$ cat src/rtl/adder_share_sched.sv
// Round-robin scheduler sharing one 16-bit adder among NREQ requesters,
// with chained multi-word additions that carry between words.
module adder_share_sched #(
    parameter int NREQ = 4,
    parameter int IDW  = 2
) (
    input  logic              CLK,
    input  logic              RST,
    input  logic [NREQ-1:0]   req_valid,
    input  logic [NREQ*16-1:0] req_a,
    input  logic [NREQ*16-1:0] req_b,
    input  logic [NREQ-1:0]   req_cin,
    input  logic [NREQ-1:0]   req_last,
    output logic [NREQ-1:0]   req_ready,
    output logic [15:0]       add_a,
    output logic [15:0]       add_b,
    output logic              add_cin,
    input  logic [15:0]       add_s,
    input  logic              add_cout,
    output logic              rsp_valid,
    output logic [IDW-1:0]    rsp_id,
    output logic [15:0]       rsp_sum,
    output logic              rsp_cout,
    output logic              rsp_last,
    input  logic              rsp_ready
);

    localparam logic [1:0] IDLE = 2'd0;
    localparam logic [1:0] LOCK = 2'd1;
    localparam logic [1:0] EXEC = 2'd2;
    localparam logic [1:0] RESP = 2'd3;

    logic [1:0]     state;
    logic [IDW-1:0] rr_ptr;
    logic           lock;
    logic           carry_q;
    logic [15:0]    op_a;
    logic [15:0]    op_b;
    logic           op_cin;
    logic [IDW-1:0] id;
    logic           last;

    logic           win_found;
    logic [IDW-1:0] win_id;
    logic [IDW-1:0] sel;
    logic           xfer;

    // Scan downward so the candidate closest to rr_ptr is assigned last and wins.
    always_comb begin
        win_found = 1'b0;
        win_id    = '0;
        for (int k = NREQ - 1; k >= 0; k--) begin
            int j;
            j = int'(rr_ptr) + k;
            if (j >= NREQ) j = j - NREQ;
            if (req_valid[j]) begin
                win_found = 1'b1;
                win_id    = IDW'(j);
            end
        end
    end

    always_comb begin
        req_ready = '0;
        if (!RST) begin
            case (state)
                IDLE: if (win_found) req_ready[win_id] = 1'b1;
                LOCK: if (lock) req_ready[id] = 1'b1;
                default: req_ready = '0;
            endcase
        end
    end

    assign sel       = (state == IDLE) ? win_id : id;
    assign xfer      = |(req_valid & req_ready);
    assign rsp_valid = (state == RESP);
    assign add_a     = (state == EXEC) ? op_a : 16'd0;
    assign add_b     = (state == EXEC) ? op_b : 16'd0;
    assign add_cin   = (state == EXEC) ? op_cin : 1'b0;

    always_ff @(posedge CLK) begin
        if (RST) begin
            state    <= IDLE;
            rr_ptr   <= '0;
            lock     <= 1'b0;
            carry_q  <= 1'b0;
            op_a     <= '0;
            op_b     <= '0;
            op_cin   <= 1'b0;
            id       <= '0;
            last     <= 1'b0;
            rsp_id   <= '0;
            rsp_sum  <= '0;
            rsp_cout <= 1'b0;
            rsp_last <= 1'b0;
        end else begin
            case (state)
                IDLE: begin
                    if (xfer) begin
                        op_a   <= req_a[int'(sel)*16 +: 16];
                        op_b   <= req_b[int'(sel)*16 +: 16];
                        op_cin <= req_cin[sel];
                        id     <= sel;
                        last   <= req_last[sel];
                        state  <= EXEC;
                    end
                end
                LOCK: begin
                    // Continuation words take the carry of the previous word.
                    if (xfer) begin
                        op_a   <= req_a[int'(sel)*16 +: 16];
                        op_b   <= req_b[int'(sel)*16 +: 16];
                        op_cin <= carry_q;
                        last   <= req_last[sel];
                        state  <= EXEC;
                    end
                end
                EXEC: begin
                    rsp_sum  <= add_s;
                    rsp_cout <= add_cout;
                    carry_q  <= add_cout;
                    rsp_id   <= id;
                    rsp_last <= last;
                    state    <= RESP;
                end
                default: begin
                    if (rsp_ready) begin
                        if (last) begin
                            state  <= IDLE;
                            lock   <= 1'b0;
                            rr_ptr <= (id == IDW'(NREQ - 1)) ? '0 : id + 1'b1;
                        end else begin
                            state <= LOCK;
                            lock  <= 1'b1;
                        end
                    end
                end
            endcase
        end
    end

endmodule

$ cat config.mk
export PLATFORM = sky130hd
export DESIGN_NAME = adder_share_sched
export DESIGN_NICKNAME = d
export VERILOG_FILES = /design/src/rtl/adder_share_sched.sv
export SDC_FILE = /design/constraint.sdc
export NUM_CORES = 1
export LEC_CHECK = 0
export ABC_AREA = 0
export BUFFER_PORTS_ARGS = -buffer_cell sky130_fd_sc_hd__buf_2
export CORE_MARGIN = 1.5
export CORE_UTILIZATION = 45
export CTS_CLUSTER_DIAMETER = 30
export DETAILED_ROUTE_END_ITERATION = 10
export MAX_ROUTING_LAYER = met4
export PLACE_DENSITY = 0.82
export SLEW_MARGIN = 40
export SYNTH_ARGS = -nofsm -noshare
export SYNTH_HDL_FRONTEND = slang
export SYNTH_SLANG_ARGS = --single-unit
$ cat constraint.sdc
create_clock -name CLK -period 7.4 [get_ports CLK]
set_input_delay 1.48 -clock CLK [delete_from_list [all_inputs] [get_ports CLK]]
set_output_delay 1.48 -clock CLK [all_outputs]
set_load 0.02 [all_outputs]
# --- After elaboration in Yosys (flattened, before gate mapping) ---
# Index checks and enable logic that the tools add are counted.
totals:
  word_cells: 107
  rom_bits: 0
  register_bits: 61
  output_inout_bits: 58
  latch_bits: 0
  ram_bits: 0
  inputBits: 160
  n_memories: 0
op_classes:
  addsub: 8
  n_eq_ne: 7
  n_reduce_logical: 14
  bitwise: 2
  order_cmp: 13
  div_mod_pow: 0
  shifts: 2
  mux: 49
  n_mul: 0
op_table:
  columns: ["cell", "count"]
  rows:
  - ["$lt A32 B4 Y1 const B", 4]
  - ["$mux W32", 4]
  - ["$shiftx A64 B7 Y16", 2]
  - ["$mux W16", 2]
  - ["$mux W1", 21]
  - ["$mux W2", 8]
  - ["$bmux W1 S2", 6]
  - ["$mux W4", 3]
  - ["$sub A3 B3 Y4 const B", 3]
  - ["$ge A3 B3 Y1 const B", 3]
  - ["$lt A2 B3 Y1 const B", 3]
  - ["$pmux W4 S2", 1]
  - ["$reduce_and A2 Y1", 4]
  - ["$add A2 B2 Y3 const B", 2]
  - ["$eq A2 B2 Y1 const B", 3]
  - ["$reduce_and A3 Y1", 2]
  - ["$and A4 B4 Y4", 1]
  - ["$demux W1 S2", 2]
  - ["$ge A2 B1 Y1 const B", 2]
  - ["$ne A2 B2 Y1 const B", 2]
  - ["$pmux W2 S2", 1]
  - ["$reduce_or A4 Y1", 1]
  - ["$sub A2 B3 Y4 const B", 1]
  - ["$add A2 B1 Y3 const B", 1]
  - ["12 further kinds", 13]

# --- Longest topological paths before layout ---
# Gate-level depths: netlist of run 1.
logic_depth:
  depth_word: 21
  ltp_mapped: 9
  depth_no_buf: 7

# --- Least setup slack after synthesis of run 1 ---
# No wires, ideal clock.
synth_path:
  path_type: "input port to output port"
  from: "input req_valid[1]"
  to: "output req_ready[2]"
  path_slack_ns: 3.193
  t_arrival_ns: 2.727
  t_required_ns: 5.920
  stages: 6
  n_path_buf: 1
  path_cell_list: "clkbuf_1 nor2b_1 nand2_1 a2bb2oi_1 a32oi_1 nor3_1"
synth_via:
  elab_chain_len: 14
  word_cells_on_any_way: 28
  cone_classes: "order compare (2); mux (25); reduce/logical (1)"
synth_lines:
  columns: ["item", "line_no", "text"]
  rows:
  - ["start: declaration", "9", "input logic [NREQ-1:0] req_valid,"]
  - ["$bmux W1 S2", "56", "if (req_valid[j]) begin"]
  - ["$mux W1 (not written as such) (2 in series)", "56", null]
  - ["$mux W2 (4 in series)", "56", null]
  - ["$lt A2 B3 Y1 (not written as such) / $ge A2 B1 Y1 (equally long branches)", "67", "IDLE: if (win_found) req_ready[win_id] = 1'b1;"]
  - ["$logic_and A1 B1 Y1 (not written as such)", "67", null]
  - ["$mux W1 (not written as such)", "67", null]
  - ["$demux W1 S2", "67", null]
  - ["$mux W4 (*)", "67", null]
  - ["$pmux W4 S2 (*)", "66", "case (state)"]
  - ["$mux W4 (*)", "65", "if (!RST) begin"]
  - ["end: declaration", "14", "output logic [NREQ-1:0] req_ready,"]
# Mark *: on every way between the ends. The rest lies on a longest branch, timed or not. The select of a mux whose other input is x is not followed.

# --- Worst setup path after layout of run 1 ---
layout_path:
  from: "input req_valid[2]"
  to: "output req_ready[2]"
# The elaborated chain is that of the path after synthesis.

==> results of run 1 <==
==> layer usage <==
layer / vias up / track usage, % / routed length (µm) / share of wire [%]
met5: - / - / 0 / 0
met4: 0 / 12.6 / 352 / 2.5
met3: 33 / 4.32 / 1080 / 7.6
met2: 274 / 46.8 / 7110 / 50
met1: 2267 / 34.5 / 5670 / 40
li1: 2277 / - / - / -
==> path summary, 6_finish.rpt <==
check	startpoint	end	slack (ns)	cells past startpoint
max	req_valid[2]	req_ready[2]	3.03	7
min reg2reg	rsp_sum[6]	rsp_sum[6]	0.46	2
min	rsp_sum[6]	rsp_sum[6]	0.46	2
max reg2reg	state[1]	op_b[1]	4.32	6
==> kinds of logic after synthesis <==
group | Yosys count
DFF | 61
muxes | 2
adders and majority gates | 4
and+or+nand+nor | 192
buffers and inverters | 102
AOI/OAI and AO/OA | 154
==> power by group <==
part / internal (mW) / total [mW] / switching (mW) / leakage (nW)
combinational: 0.142 / 0.369 / 0.227 / 1.65
clock: 0.157 / 0.310 / 0.153 / 0.0954
sequential: 0.362 / 0.377 / 0.0146 / 0.499
==> flip-flops by register name (all words and copies together) (netlist names) <==
name	count
carry_q	1
id	2
last	1
lock	1
op_a	16
op_b	16
op_cin	1
rr_ptr	2
rsp_id	2
rsp_last	1
rsp_sum	16
state	2
==> critical path: stages <==
cell	delay, ns
buf_2	0.15
nor2b_1	0.37
nor2_1	0.07
a2bb2oi_1	0.29
a32oi_1	0.15
nor3_1	0.17
buf_2	0.20
==> metrics by stage <==
| step | hold WS [ns] | std cells | util [%] | setup WS (ns) |
|---|---|---|---|---|
| after floorplan | 0.441 | 515 | - | 3.19 |
| after global placement | 0.439 | 786 | 57.3 | 3.03 |
| after detailed placement | 0.443 | 788 | 57.8 | 3.05 |
| after CTS | 0.455 | 804 | 60.0 | 3.04 |
| after global routing | 0.474 | 804 | 60.0 | 2.85 |
| final | 0.457 | 804 | 60.0 | 3.03 |
==> Yosys cell counts, types with 3 or more instances <==
master and n:
nand2_1 49, a32oi_1 3, inv_1 39, buf_6 4
nor3_1 3, dfxtp_1 61, nand4_1 3, buf_2 8
o32ai_2 29, nor2b_1 5, a21oi_1 25, ha_1 4
o21ai_0 3, nor2_1 51, o32ai_1 4, nor4b_1 68
clkbuf_1 49, a211oi_1 66
==> layout make-up <==
class | count | area [µm²]
Fill cell | 842 | 3660
Multi-Input combinational cell | 352 | 2630
Sequential cell | 61 | 1220
Timing Repair Buffer | 225 | 1160
Inverter | 39 | 146
Tap cell | 111 | 139
Clock buffer | 9 | 124
Clock inverter | 7 | 76.3
==> run summary, run 1 <==
The flow ran to the end, and the final reports show no timing, DRC or antenna violations. The cell accounting for the most synthesized area is dfxtp_1. Post-CTS repair changed the size of 0 cells. The via count of the first global-routing pass came to 4,713. Among all flip-flop cells after synthesis, the most frequent one is dfxtp_1. The final antenna-violating net count came out at 0. Across all layers, the routed design uses 4,851 vias. The clock buffer count from CTS is 9. The full die area is 9980 µm². The post-synthesis sequential area ratio came out at 28.9%. The power density over the cells is 192 nW/µm². Ranked by total cell area, the synthesized netlist is headed by dfxtp_1, nor4b_1, a211oi_1, o32ai_2, nor2_1.

The compound-gate portion of the synthesized area is 32.8%. The floorplan core area is 9150 µm². The total of hold buffers inserted after clock tree synthesis came out at 0. The number of max-capacitance violations reported came out at 0. The sum of routed wire length over all layers is 14,200 µm. The tree is rooted in a clkbuf_8. In the layout the commonest cells are buf_2, nor4b_1, a211oi_1, dfxtp_1, nor2_1. The share of synthesized area in the top cell type comes to 28.9%.

In this run the worst path has a maximum fanout of 8. The number of sinks handled by clock tree synthesis is 61. The share of the cycle needed by the critical path after routing is 59.1%. The count of boundary I/O pins came out at 218. The measured slew at the worst slew-check pin came out at 0.758 ns.

The combined global-route utilization of all metal layers is 28.4%. In the final layout, the share of cells above drive strength 1 is 40.4%. The violation count after the first detailed-route iteration came out at 302. The total count of hold-check failures in the final report was 0.

The cell area after technology mapping is 4230 µm². The routability congestion estimate from global placement is 0.861. The post-synthesis cell count came out at 515. The number of flops mapped to enable cells by yosys came out at 0. The per-cell via count in the routed design came out at 6.03.

The post-CTS setup buffer count came out at 0. In this run the horizontal extent of the chip is 99.9 µm. Setup repair after global routing left no endpoint under its margin. The post-route clock skew is 0.0183 ns. STA classifies the critical path endpoint as a primary output. The achievable clock frequency came out at 229 MHz.

The repair_antennas step left the layout with diodes totalling 0. The total number of yosys warnings came out at 0. The effective utilization at floorplan came out at 46.2%.

The analysis attributes to cell leakage a power of 2.24 nW. From synthesis to final layout, the design area changed by 30.0%. The synthesized-area fraction occupied by adder cells is 1.18%. The number of distinct library cells after synthesis is 48. The cell area after placement is 5290 µm². The detailed placer's ending HPWL is 9580 µm.

The residual overflow from global routing is 0. The number of synthesized register bits is 61. The peak supply drop is 96.7 µV. The number of nets in the final layout came out at 852.

The number of standard-cell rows in the floorplan came out at 35. The dominant combinational cell family by area after synthesis is compound AO/OA/AOI/OAI gates. The parity-gate share of the synthesized area counting xor and xnor cells is 0%. The final period demand of the worst path came out at 4.37 ns. The number of DRC violations after detailed routing is 0. The clock reaches the later pin of the worst-skew pair after 0.35 ns.

The data arrival time of the worst path came out at 2.89 ns. The aggregate negative setup slack came out at 0 ns. The total iterations of the first detailed-routing run came out at 5. The wire length of the first global-routing pass came out at 22,400 µm. In the synthesized netlist the async set-or-reset flop fraction comes to 0%. The maximum count of clock buffers along a single path is 2.

The worst setup path is of the input port to primary output kind. The library cell used most frequently in the layout, excluding fill and tap cells, is buf_2. The initial antenna violation count is 0. The data required time of the critical path came out at 5.92 ns.

The CTS H-tree depth came out at 3. The total power consumption of the routed design came out at 1.06 mW. Dividing the detail-routed wire length by the instance count gives 17.7 µm.

The synthesized-area fraction occupied by and/or/nand/nor cells came out at 26.7%. The final number of max-transition violations is 0. The post-CTS clock slew at the launch and capture registers of the worst setup and hold paths came out at 0.09 ns. The kind of path behind the tightest hold check is flip-flop to flip-flop.

Input and output buffers added on the ports amount to 217. The average footprint of a synthesized cell came out at 8.20 µm². TritonCTS built the clock tree. The worst setup path is launched from an input port. The headroom to the max-slew limit is 49.5%. The portion of netlist area occupied by mux cells is 0.474%. The final number of setup-violating endpoints came out at 0. In this run the vertical extent of the chip is 99.9 µm. The post-route cell area came out at 5490 µm². The largest net degree at the start of global routing is 72. The net count after synthesis is 679.
Note: power is estimated with default switching activity, not from simulation.
==> run 2: changes to the inputs <==
ABC_AREA = 1   (was 0)
CORE_UTILIZATION = 41   (was 45)
PLACE_DENSITY = 0.79   (was 0.82)
clock period = 3.9 ns   (was 7.4 ns; I/O delays follow)
==> run summary, run 2 <==
The synthesized design contains 0 enable-type register cells. The final number of max-transition violations is 0. The peak supply drop is 224 µV. Synthesis instantiated 24 different standard cells from the library. The maximum count of clock buffers along a single path came out at 2.

The floorplan core area came out at 9370 µm². The wire length of the first global-routing pass is 19,100 µm. The headroom to the max-slew limit is 44.9%. In the final layout, the registers with the most flip-flops are op_a (16), op_b (16), rsp_sum (16). The total via count after detailed routing is 4,807. Post-CTS timing repair inserted 0 buffers for setup. The post-synthesis cell count is 665. For the final routed database, the setup TNS stands at 0 ns.

The dominant combinational cell family by area after synthesis is compound AO/OA/AOI/OAI gates. Leaving out filler cells and counting taps, the final layout contains 990. Setup repair after global routing left no endpoint under its margin. The share of the cycle needed by the critical path after routing came out at 83.1%. The portion of synthesized cell area occupied by the leading cell type came out at 30.5%.

Data on the critical path is required at its endpoint by 3.12 ns. The final antenna-violating net count is 0. TritonCTS built the clock tree.

The total count of hold-check failures in the final report is 0. At the later pin of the worst-skew pair, clock insertion delay measures 0.34 ns. The layout cell share with drive strength beyond 1 came out at 29.8%. The number of fill cells in the layout came out at 1,044. In the synthesized netlist the dominant register cell turns out to be dfxtp_1.

The count of boundary I/O pins is 218. STA classifies the critical path endpoint as a primary output. The per-cell via count in the routed design came out at 4.86. The total power consumption of the routed design is 2.18 mW. The clock buffer count from CTS is 9.

The parity-gate share of the synthesized area counting xor and xnor cells is 0%. Clock skew on the completed layout was measured at 0.00911 ns. The synthesized-area fraction occupied by adder cells came out at 1.25%.

Leaving out fill and tap cells, the most frequent cell in the layout is buf_2. The detailed router finished its first iteration with 217 violations. In the final routed layout, each cell accounts on average for 12.2 µm. Entering global routing, the biggest net connects 105 pins. The via count of the first global-routing pass is 4,207.

In the routed design, unresolved DRC markers number 0. The combined global-route utilization of all metal layers is 23.7%. The portion of netlist area occupied by mux cells is 0%.

The die extent in x is 102 µm. In this design, the critical path's most frequently occurring cell is nor2_1. The post-synthesis sequential area ratio came out at 30.5%.

The net count after synthesis is 829. The total number of yosys warnings is 0. The worst path meets setup with 0.657 ns of slack. Among all stages on the critical path, the largest delay is contributed by dfxtp_1. Summed over all instances, the cell type with the most area after synthesis is dfxtp_1.

The synthesized-area fraction occupied by and/or/nand/nor cells came out at 22.7%. The critical-path maximum fanout came out at 16. The total placed cells including tap cells is 973. The number of nets in the final layout came out at 1,019.

The critical path in this run is classified as flip-flop to primary output. Sorting the synthesized cells by area gives the leading types as dfxtp_1, a21oi_1, o21ai_0, nand2_1, inv_1. Data on the critical path arrives at its endpoint at 2.46 ns. For the pin with the worst max-slew slack, the measured transition is 0.825 ns.

The final number of setup-violating endpoints came out at 0. The full die area is 10,400 µm². The static leakage power came out at 2.62 nW.

The compound-gate portion of the synthesized area is 30.3%. The final period demand of the worst path is 3.24 ns. The post-CTS clock slew at the launch and capture registers of the worst setup and hold paths is 0.07 ns. The routability congestion estimate from global placement is 0.886.

The worst setup path is launched from a flip-flop. Sorting the synthesized cells by how often they occur yields nand2_1, a21oi_1, inv_1. The min-delay analysis places its worst path in the category flip-flop to flip-flop. Max-cap violations in this run came to 0. The number of synthesized register bits is 61. The area growth from synthesis to layout came out at 32.9%. The initial antenna violation count is 0. On the worst path, the slowest cell contributes a delay of 0.65 ns. The flow ran to the end, and the final reports show no timing, DRC or antenna violations. The number of gates given a new drive strength after cts came out at 0.

The cell sitting at the root of the clock tree is a clkbuf_8. Input and output buffers added on the ports amount to 217. The achievable clock frequency is 308 MHz. The CTS H-tree depth came out at 3. In the layout the commonest cells are buf_2, nand2_1, a21oi_1, inv_1, o21ai_0. In this run the vertical extent of the chip is 102 µm. The cell area after technology mapping came out at 4010 µm². The routed design has 12,100 µm of wire.

Walking the worst path, the cells encountered are inv_1, nand2_1, nand2_1, nor2_1, nor2_1, nand3_2, nand3_4, o21ai_2, inv_1, nor2_1, buf_2. Among all cell types in the netlist, the one instantiated most often is nand2_1. The power density over the cells is 410 nW/µm².

The number of sinks handled by clock tree synthesis came out at 61. The floorplan has 35 rows. For this run, the detailed router's first-pass iteration total came to 4. The total of hold buffers inserted after clock tree synthesis is 0. The pre-CTS worst setup slack came out at 0.876 ns. The end-of-flow core utilization came out at 56.8%. The effective utilization at floorplan is 42.8%.

The residual overflow from global routing is 0. Averaged over all synthesized cells, the footprint is 6.03 µm². The detailed placer's ending HPWL came out at 8750 µm. The share of flip-flops with an asynchronous set or reset came out at 0%.
run 2: cell count changes after synthesis, sizes merged, moves of 33 or more:
| cell | change |
|---|---|
| o21ai | +123 |
| a21oi | +82 |
| nand2 | +70 |
| nor4b | -68 |
| a211oi | -65 |
| inv | +55 |
| nor2 | +34 |
| o32ai | -33 |
run 2: layout make-up:
| cell class | instances | area (µm²) | area share, % |
|---|---|---|---|
| diodes | 1 | 2.50 | 0.0470 |
| clock buffers | 9 | 124 | 2.33 |
| clock inverters | 7 | 124 | 2.33 |
| inverters | 94 | 353 | 6.62 |
| multi-input cells | 465 | 2190 | 41.1 |
| flip-flops and latches | 61 | 1220 | 22.9 |
| well taps | 129 | 161 | 3.03 |
| repair buffers | 224 | 1150 | 21.6 |
run 2: layer usage:
metal	track usage, %	vias up	share of wire, %
met3	4.86	15	6.9
met2	39.9	163	48
met1	29.0	2103	44
met5	-	-	0
li1	-	2526	-
met4	6.01	0	1.1
run 2: cell families after synthesis:
family / Yosys count
adder cells (fa/ha/maj): 4
AO/OA/AOI/OAI: 238
buffers and inverters: 139
flip-flops: 61
AND/OR/NAND/NOR: 223
run 2: worst max-delay path: cells and delay by family (launching register included):
kind                   cells  cell delay, ns
AOI/OAI and AO/OA          1            0.21
buffers and inverters      3            0.43
DFF                        1            0.65
and+or+nand+nor            7            0.82
run 2: through the flow:
step	area (µm²)	hold WS (ns)
5_1_grt	5320	0.481
3_3_place_gp	5070	0.452
3_5_place_dp	5080	0.456
6_report	5330	0.465
2_1_floorplan	4010	0.443
4_1_cts	5320	0.468
run 2: path summary, 6_finish.rpt:
kind         cells after the start  slack, ns      endpoint       from
min reg2reg                      2       0.47       op_b[6]    op_b[6]
max                             11       0.66  req_ready[2]  rr_ptr[0]
min                              2       0.47       op_b[6]    op_b[6]
max reg2reg                     15       1.04       op_b[5]  rr_ptr[0]
run 2: report_power, final:
| part | leakage (nW) | internal, mW | switching, mW |
|---|---|---|---|
| clock network | 0.120 | 0.427 | 0.266 |
| logic | 2.00 | 0.274 | 0.483 |
| registers | 0.498 | 0.694 | 0.0390 |
